==> src/rtl/vc_fifo.sv <==
// Multi-virtual-channel input buffer: NUM_VC independent circular queues with one
// VC-steered push and one VC-steered pop per cycle, FWFT peek, credit return and sticky errors.
module vc_fifo #(
    parameter int WIDTH    = 16,
    parameter int DEPTH    = 5,
    parameter int NUM_VC   = 2,
    parameter int AF_LEVEL = 1,
    parameter int AE_LEVEL = 1,
    localparam int VC_W    = (NUM_VC > 1) ? $clog2(NUM_VC) : 1
) (
    input  logic              clk,
    input  logic              rst,
    input  logic              push_req,
    input  logic [VC_W-1:0]   push_vc,
    input  logic [WIDTH-1:0]  data_in,
    input  logic              pop_req,
    input  logic [VC_W-1:0]   pop_vc,
    output logic [WIDTH-1:0]  data_out,
    output logic [WIDTH-1:0]  peek_out,
    output logic [NUM_VC-1:0] full,
    output logic [NUM_VC-1:0] empty,
    output logic [NUM_VC-1:0] almost_full,
    output logic [NUM_VC-1:0] almost_empty,
    output logic              credit_valid,
    output logic [VC_W-1:0]   credit_vc,
    output logic [2:0]        error
);

    localparam int PTR_W = $clog2(DEPTH);
    localparam int CNT_W = $clog2(DEPTH + 1);
    localparam logic [VC_W:0]  NUM_VC_L   = (VC_W + 1)'(NUM_VC);
    localparam logic [PTR_W-1:0] PTR_LAST = PTR_W'(DEPTH - 1);
    localparam logic [CNT_W-1:0] CNT_FULL = CNT_W'(DEPTH);

    // NOTE: storage carries no reset; only pointers and counts define validity,
    // so clearing the array would cost a reset net on every bit for nothing.
    logic [WIDTH-1:0] mem_q [NUM_VC][DEPTH];

    logic [PTR_W-1:0] wr_ptr_q [NUM_VC];
    logic [PTR_W-1:0] wr_ptr_d [NUM_VC];
    logic [PTR_W-1:0] rd_ptr_q [NUM_VC];
    logic [PTR_W-1:0] rd_ptr_d [NUM_VC];
    logic [CNT_W-1:0] count_q  [NUM_VC];
    logic [CNT_W-1:0] count_d  [NUM_VC];

    logic [WIDTH-1:0] data_out_q, data_out_d;
    logic             credit_valid_q;
    logic [VC_W-1:0]  credit_vc_q, credit_vc_d;
    logic [2:0]       error_q, error_d;

    logic             push_vc_ok, pop_vc_ok;
    logic [VC_W-1:0]  push_idx, pop_idx;
    logic             push_ok, pop_ok;

    // Out-of-range indices are steered to VC0 so array reads stay in bounds;
    // the *_vc_ok qualifiers keep such requests from having any effect.
    assign push_vc_ok = ({1'b0, push_vc} < NUM_VC_L);
    assign pop_vc_ok  = ({1'b0, pop_vc}  < NUM_VC_L);
    assign push_idx   = push_vc_ok ? push_vc : '0;
    assign pop_idx    = pop_vc_ok  ? pop_vc  : '0;

    assign pop_ok  = pop_req && pop_vc_ok && !empty[pop_idx];
    assign push_ok = push_req && push_vc_ok &&
                     (!full[push_idx] || (pop_ok && (pop_vc == push_vc)));

    assign peek_out = mem_q[pop_idx][rd_ptr_q[pop_idx]];

    // NOTE: every always_comb output gets a default before any conditional
    // assignment, otherwise an untaken branch would infer a latch.
    always_comb begin
        full         = '0;
        empty        = '0;
        almost_full  = '0;
        almost_empty = '0;
        for (int v = 0; v < NUM_VC; v++) begin
            full[v]         = (count_q[v] == CNT_FULL);
            empty[v]        = (count_q[v] == '0);
            almost_full[v]  = ((DEPTH - int'(count_q[v])) <= AF_LEVEL);
            almost_empty[v] = (int'(count_q[v]) <= AE_LEVEL);
        end
    end

    always_comb begin
        wr_ptr_d = wr_ptr_q;
        rd_ptr_d = rd_ptr_q;
        count_d  = count_q;
        for (int v = 0; v < NUM_VC; v++) begin
            if (push_ok && (push_idx == VC_W'(v))) begin
                wr_ptr_d[v] = (wr_ptr_q[v] == PTR_LAST) ? '0 : wr_ptr_q[v] + PTR_W'(1);
            end
            if (pop_ok && (pop_idx == VC_W'(v))) begin
                rd_ptr_d[v] = (rd_ptr_q[v] == PTR_LAST) ? '0 : rd_ptr_q[v] + PTR_W'(1);
            end
            case ({push_ok && (push_idx == VC_W'(v)), pop_ok && (pop_idx == VC_W'(v))})
                2'b10:   count_d[v] = count_q[v] + CNT_W'(1);
                2'b01:   count_d[v] = count_q[v] - CNT_W'(1);
                default: count_d[v] = count_q[v];
            endcase
        end
    end

    always_comb begin
        data_out_d  = pop_ok ? peek_out : data_out_q;
        credit_vc_d = pop_ok ? pop_vc   : credit_vc_q;
        error_d     = error_q;
        if (push_req && push_vc_ok && !push_ok)                error_d[0] = 1'b1;
        if (pop_req && pop_vc_ok && empty[pop_idx])            error_d[1] = 1'b1;
        if ((push_req && !push_vc_ok) || (pop_req && !pop_vc_ok)) error_d[2] = 1'b1;
    end

    // NOTE: sequential state uses non-blocking assignments so every register
    // samples the pre-edge values regardless of statement order.
    always_ff @(posedge clk) begin
        if (!rst) begin
            for (int v = 0; v < NUM_VC; v++) begin
                wr_ptr_q[v] <= '0;
                rd_ptr_q[v] <= '0;
                count_q[v]  <= '0;
            end
            data_out_q     <= '0;
            credit_valid_q <= 1'b0;
            credit_vc_q    <= '0;
            error_q        <= '0;
        end else begin
            wr_ptr_q       <= wr_ptr_d;
            rd_ptr_q       <= rd_ptr_d;
            count_q        <= count_d;
            data_out_q     <= data_out_d;
            credit_valid_q <= pop_ok;
            credit_vc_q    <= credit_vc_d;
            error_q        <= error_d;
        end
    end

    always_ff @(posedge clk) begin
        if (push_ok) begin
            mem_q[push_idx][wr_ptr_q[push_idx]] <= data_in;
        end
    end

    assign data_out     = data_out_q;
    assign credit_valid = credit_valid_q;
    assign credit_vc    = credit_vc_q;
    assign error        = error_q;

endmodule

==> config.mk <==
export PLATFORM = sky130hd
export DESIGN_NAME = vc_fifo
export DESIGN_NICKNAME = d
export VERILOG_FILES = /design/src/rtl/vc_fifo.sv
export SDC_FILE = /design/constraint.sdc
export NUM_CORES = 1
export LEC_CHECK = 0
export ABC_CLOCK_PERIOD_IN_PS = 6200
export BUFFER_PORTS_ARGS = -buffer_cell sky130_fd_sc_hd__buf_2
export CAP_MARGIN = 20
export CORE_MARGIN = 5
export CORE_UTILIZATION = 55
export CTS_CLUSTER_DIAMETER = 80
export DETAILED_ROUTE_END_ITERATION = 12
export GPL_TIMING_DRIVEN = 1
export PLACE_DENSITY = 0.74
export SLEW_MARGIN = 20
export SYNTH_ARGS = -nofsm -noshare
export SYNTH_HDL_FRONTEND = slang
export SYNTH_SLANG_ARGS = --single-unit
==> constraint.sdc <==
create_clock -name clk -period 6.2 [get_ports clk]
set_clock_uncertainty 0.15 [all_clocks]
set_input_delay 0.93 -clock clk [delete_from_list [all_inputs] [get_ports clk]]
set_output_delay 0.93 -clock clk [all_outputs]
set_load 0.01 [all_outputs]
==> out/metrics.cfg <==
[final_layout]
final_net_count = 669
diodes = 0
drive_above_1_share_pct = 18.93
final_util_pct = 63.78
area.growth.synth_to_final_pct = 13.89
finalNonFillerCells = 818

[placement]
place_ws_ps = 2415
dp.cells = 786
gp_congestion = 0.7393
port_buffers = 65
place_hpwl_mm = 10.39

[global_route]
grt_max_degree = 35
grt_pass1_wl_mm = 27.52
grt_use_total_pct = 20.62
first_global_vias = 4941
overflow = 0
grt_antenna_before_repair = 1

[timing]
slew_headroom_pct = 35.03
setup_viol = 0
rsz0062_at_grt = no
max_freq_mhz = 264.2
fin_crit_sh_pct = 61.06
hold_viol_final = 0
slew_viol_final = 0
worst_slack_ps = 2414
period_needed_ps = 3786
tns_ps = 0
tightest_slew_ps = 971.0
hold_slack_ps = 316.9

[floorplanning]
rows = 44
initial_core_util_pct = 56.01
ios = 67
die_area_sq_um = 17270
die_w_um = 131.4
core_sq_um = 14480
die_h_um = 131.4

[synth]
syn_area_sq_um = 8109
yosysSeqAreaShare_pct = 68.63
synth_top_flop_cell = edfxtp_1
synthSimpleGateAreaFrac_pct = 5.231
synth_largest_area_cell = edfxtp_1
async_flop_share_pct = 0
synth_top_area_share_pct = 59.25
synthAdderAreaFrac_pct = 4.012
synth_edf_count = 160
synthXorXnorAreaFrac_pct = 0.5400
synth_cell_types = 46
yosysMostFrequentCell = edfxtp_1
syn_avg_cell_area_sq_um = 14.77
synth_mux_area_share_pct = 8.533
synth_compound_gate_area_share_pct = 10.35
synth_commonest_cells = edfxtp_1, mux2i_1, dfxtp_1
synth-seq-cells = 198
synth_top_family_by_area = compound AO/OA/AOI/OAI gates
synthCells = 549
yosysWarnings = 0
syn_nets = 597
synth_area_leaders = edfxtp_1, dfxtp_1, mux2i_1

[critical_path]
reg2reg_from = count_q[0]
start_kind = input port
critPathArrivalTime_ps = 2710
worstSetupPathType = in2out
crit_start = pop_vc
worstPathMaxFanout = 16
worst_ep_required_time_ps = 5120
critPathCaptureType = output port

[drt]
routedWlPerCell_um = 21.51
dr.pass1.iters = 7
vias_per_cell = 6.013
drc_errors = 0
routed_wl_mm = 17.60
drt_iter0_drc = 415
vias = 4919
antenna_left = 0

[power]
power_density_nw_per_um2 = 309.9
power_leakage_nw = 3.212
peakVddDrop_v = 0.0002097

[cts]
cts.clk_slew.worst_paths_ps = 70
cts_tree = built
cts_resized = 0
holdBufCountCts = 0
clock_latency_ps = 430
cts_buffers = 17
htreeDepth = 4
postCtsSetupBuffers = 0
clockBufferDepth = 2
cts_root_buf = clkbuf_16
cts.sinks = 198

[outcome]
status = complete, no violations

[job]
maxCapViolations = 0

[hold_path]
min_from = error[1]
hold_class = reg2reg

cells in the final DEF (no fill, tap or decap), types with 17 or more instances in the layout:
cell	instances
inv_1	17
dfxtp_1	36
ha_1	26
edfxtp_1	160
nand2_1	29
o22a_1	17
clkbuf_16	17
a31oi_1	17
o21ai_0	28
mux2i_1	68
buf_2	65
cell families (layout without fill, tap and decap cells):
family | count (synthesis) | after routing
buffers and inverters | 44 | 129
other | 1 | 1
AND/OR/NAND/NOR | 82 | 82
XOR/XNOR | 5 | 5
multiplexers | 69 | 69
flip-flops | 198 | 198
AO/OA/AOI/OAI | 124 | 124
adder cells (fa/ha/maj) | 26 | 26
path summary, 6_finish.rpt:
| kind | endpoint | slack (ps) | depth (start not counted) |
|---|---|---|---|
| hold reg to reg | error[1] | 320 | 2 |
| setup reg to reg | mem_q[1][15] | 2830 | 7 |
| hold / removal | error[1] | 320 | 2 |
| setup / recovery | peek_out[15] | 2410 | 6 |
state kept, by name, indices dropped and copies added (netlist names):
name          cells
count_q           6
credit_valid      1
credit_vc         1
data_out         16
error             2
mem_q           160
rd_ptr_q          6
wr_ptr_q          6
through the flow:
stage	instance area [sq um]	power [mW]
after floorplan	8109	1.710
after global placement	8662	1.806
after detailed placement	8662	1.816
after CTS	9235	2.877
after global routing	9235	2.968
final	9235	2.862
where the power goes:
group	internal (mW)	leakage, nW	switching [mW]
Combinational	0.111	1.17	0.177
Clock	0.627	0.278	0.448
Sequential	1.48	1.76	0.0241
Total	2.21	3.21	0.649
metal layers:
layer  share of wire, %  global-route usage, %  vias to the layer above
met3                6.8                  4.817                       33
met5              0.040                      0                        -
met1                 42                  26.87                     2431
li1                   -                      -                     2266
met4                2.2                  7.429                        2
met2                 49                  34.06                      187
final cells by class:
type | instances | area, sq um
clock inverters | 12 | 136.4
inverters | 18 | 67.56
flip-flops and latches | 198 | 5568
repair buffers | 79 | 430.4
well taps | 184 | 230.2
clock buffers | 20 | 436.7
multi-input cells | 307 | 2366
fillers | 1039 | 5244
worst max-delay path, stage by stage:
cell and delay [ps]:
buf_2 240, or3b_1 690, o22ai_1 180, a221oi_1 360, nand2_1 140, buf_2 160
Power figures use the tool's default switching activity.
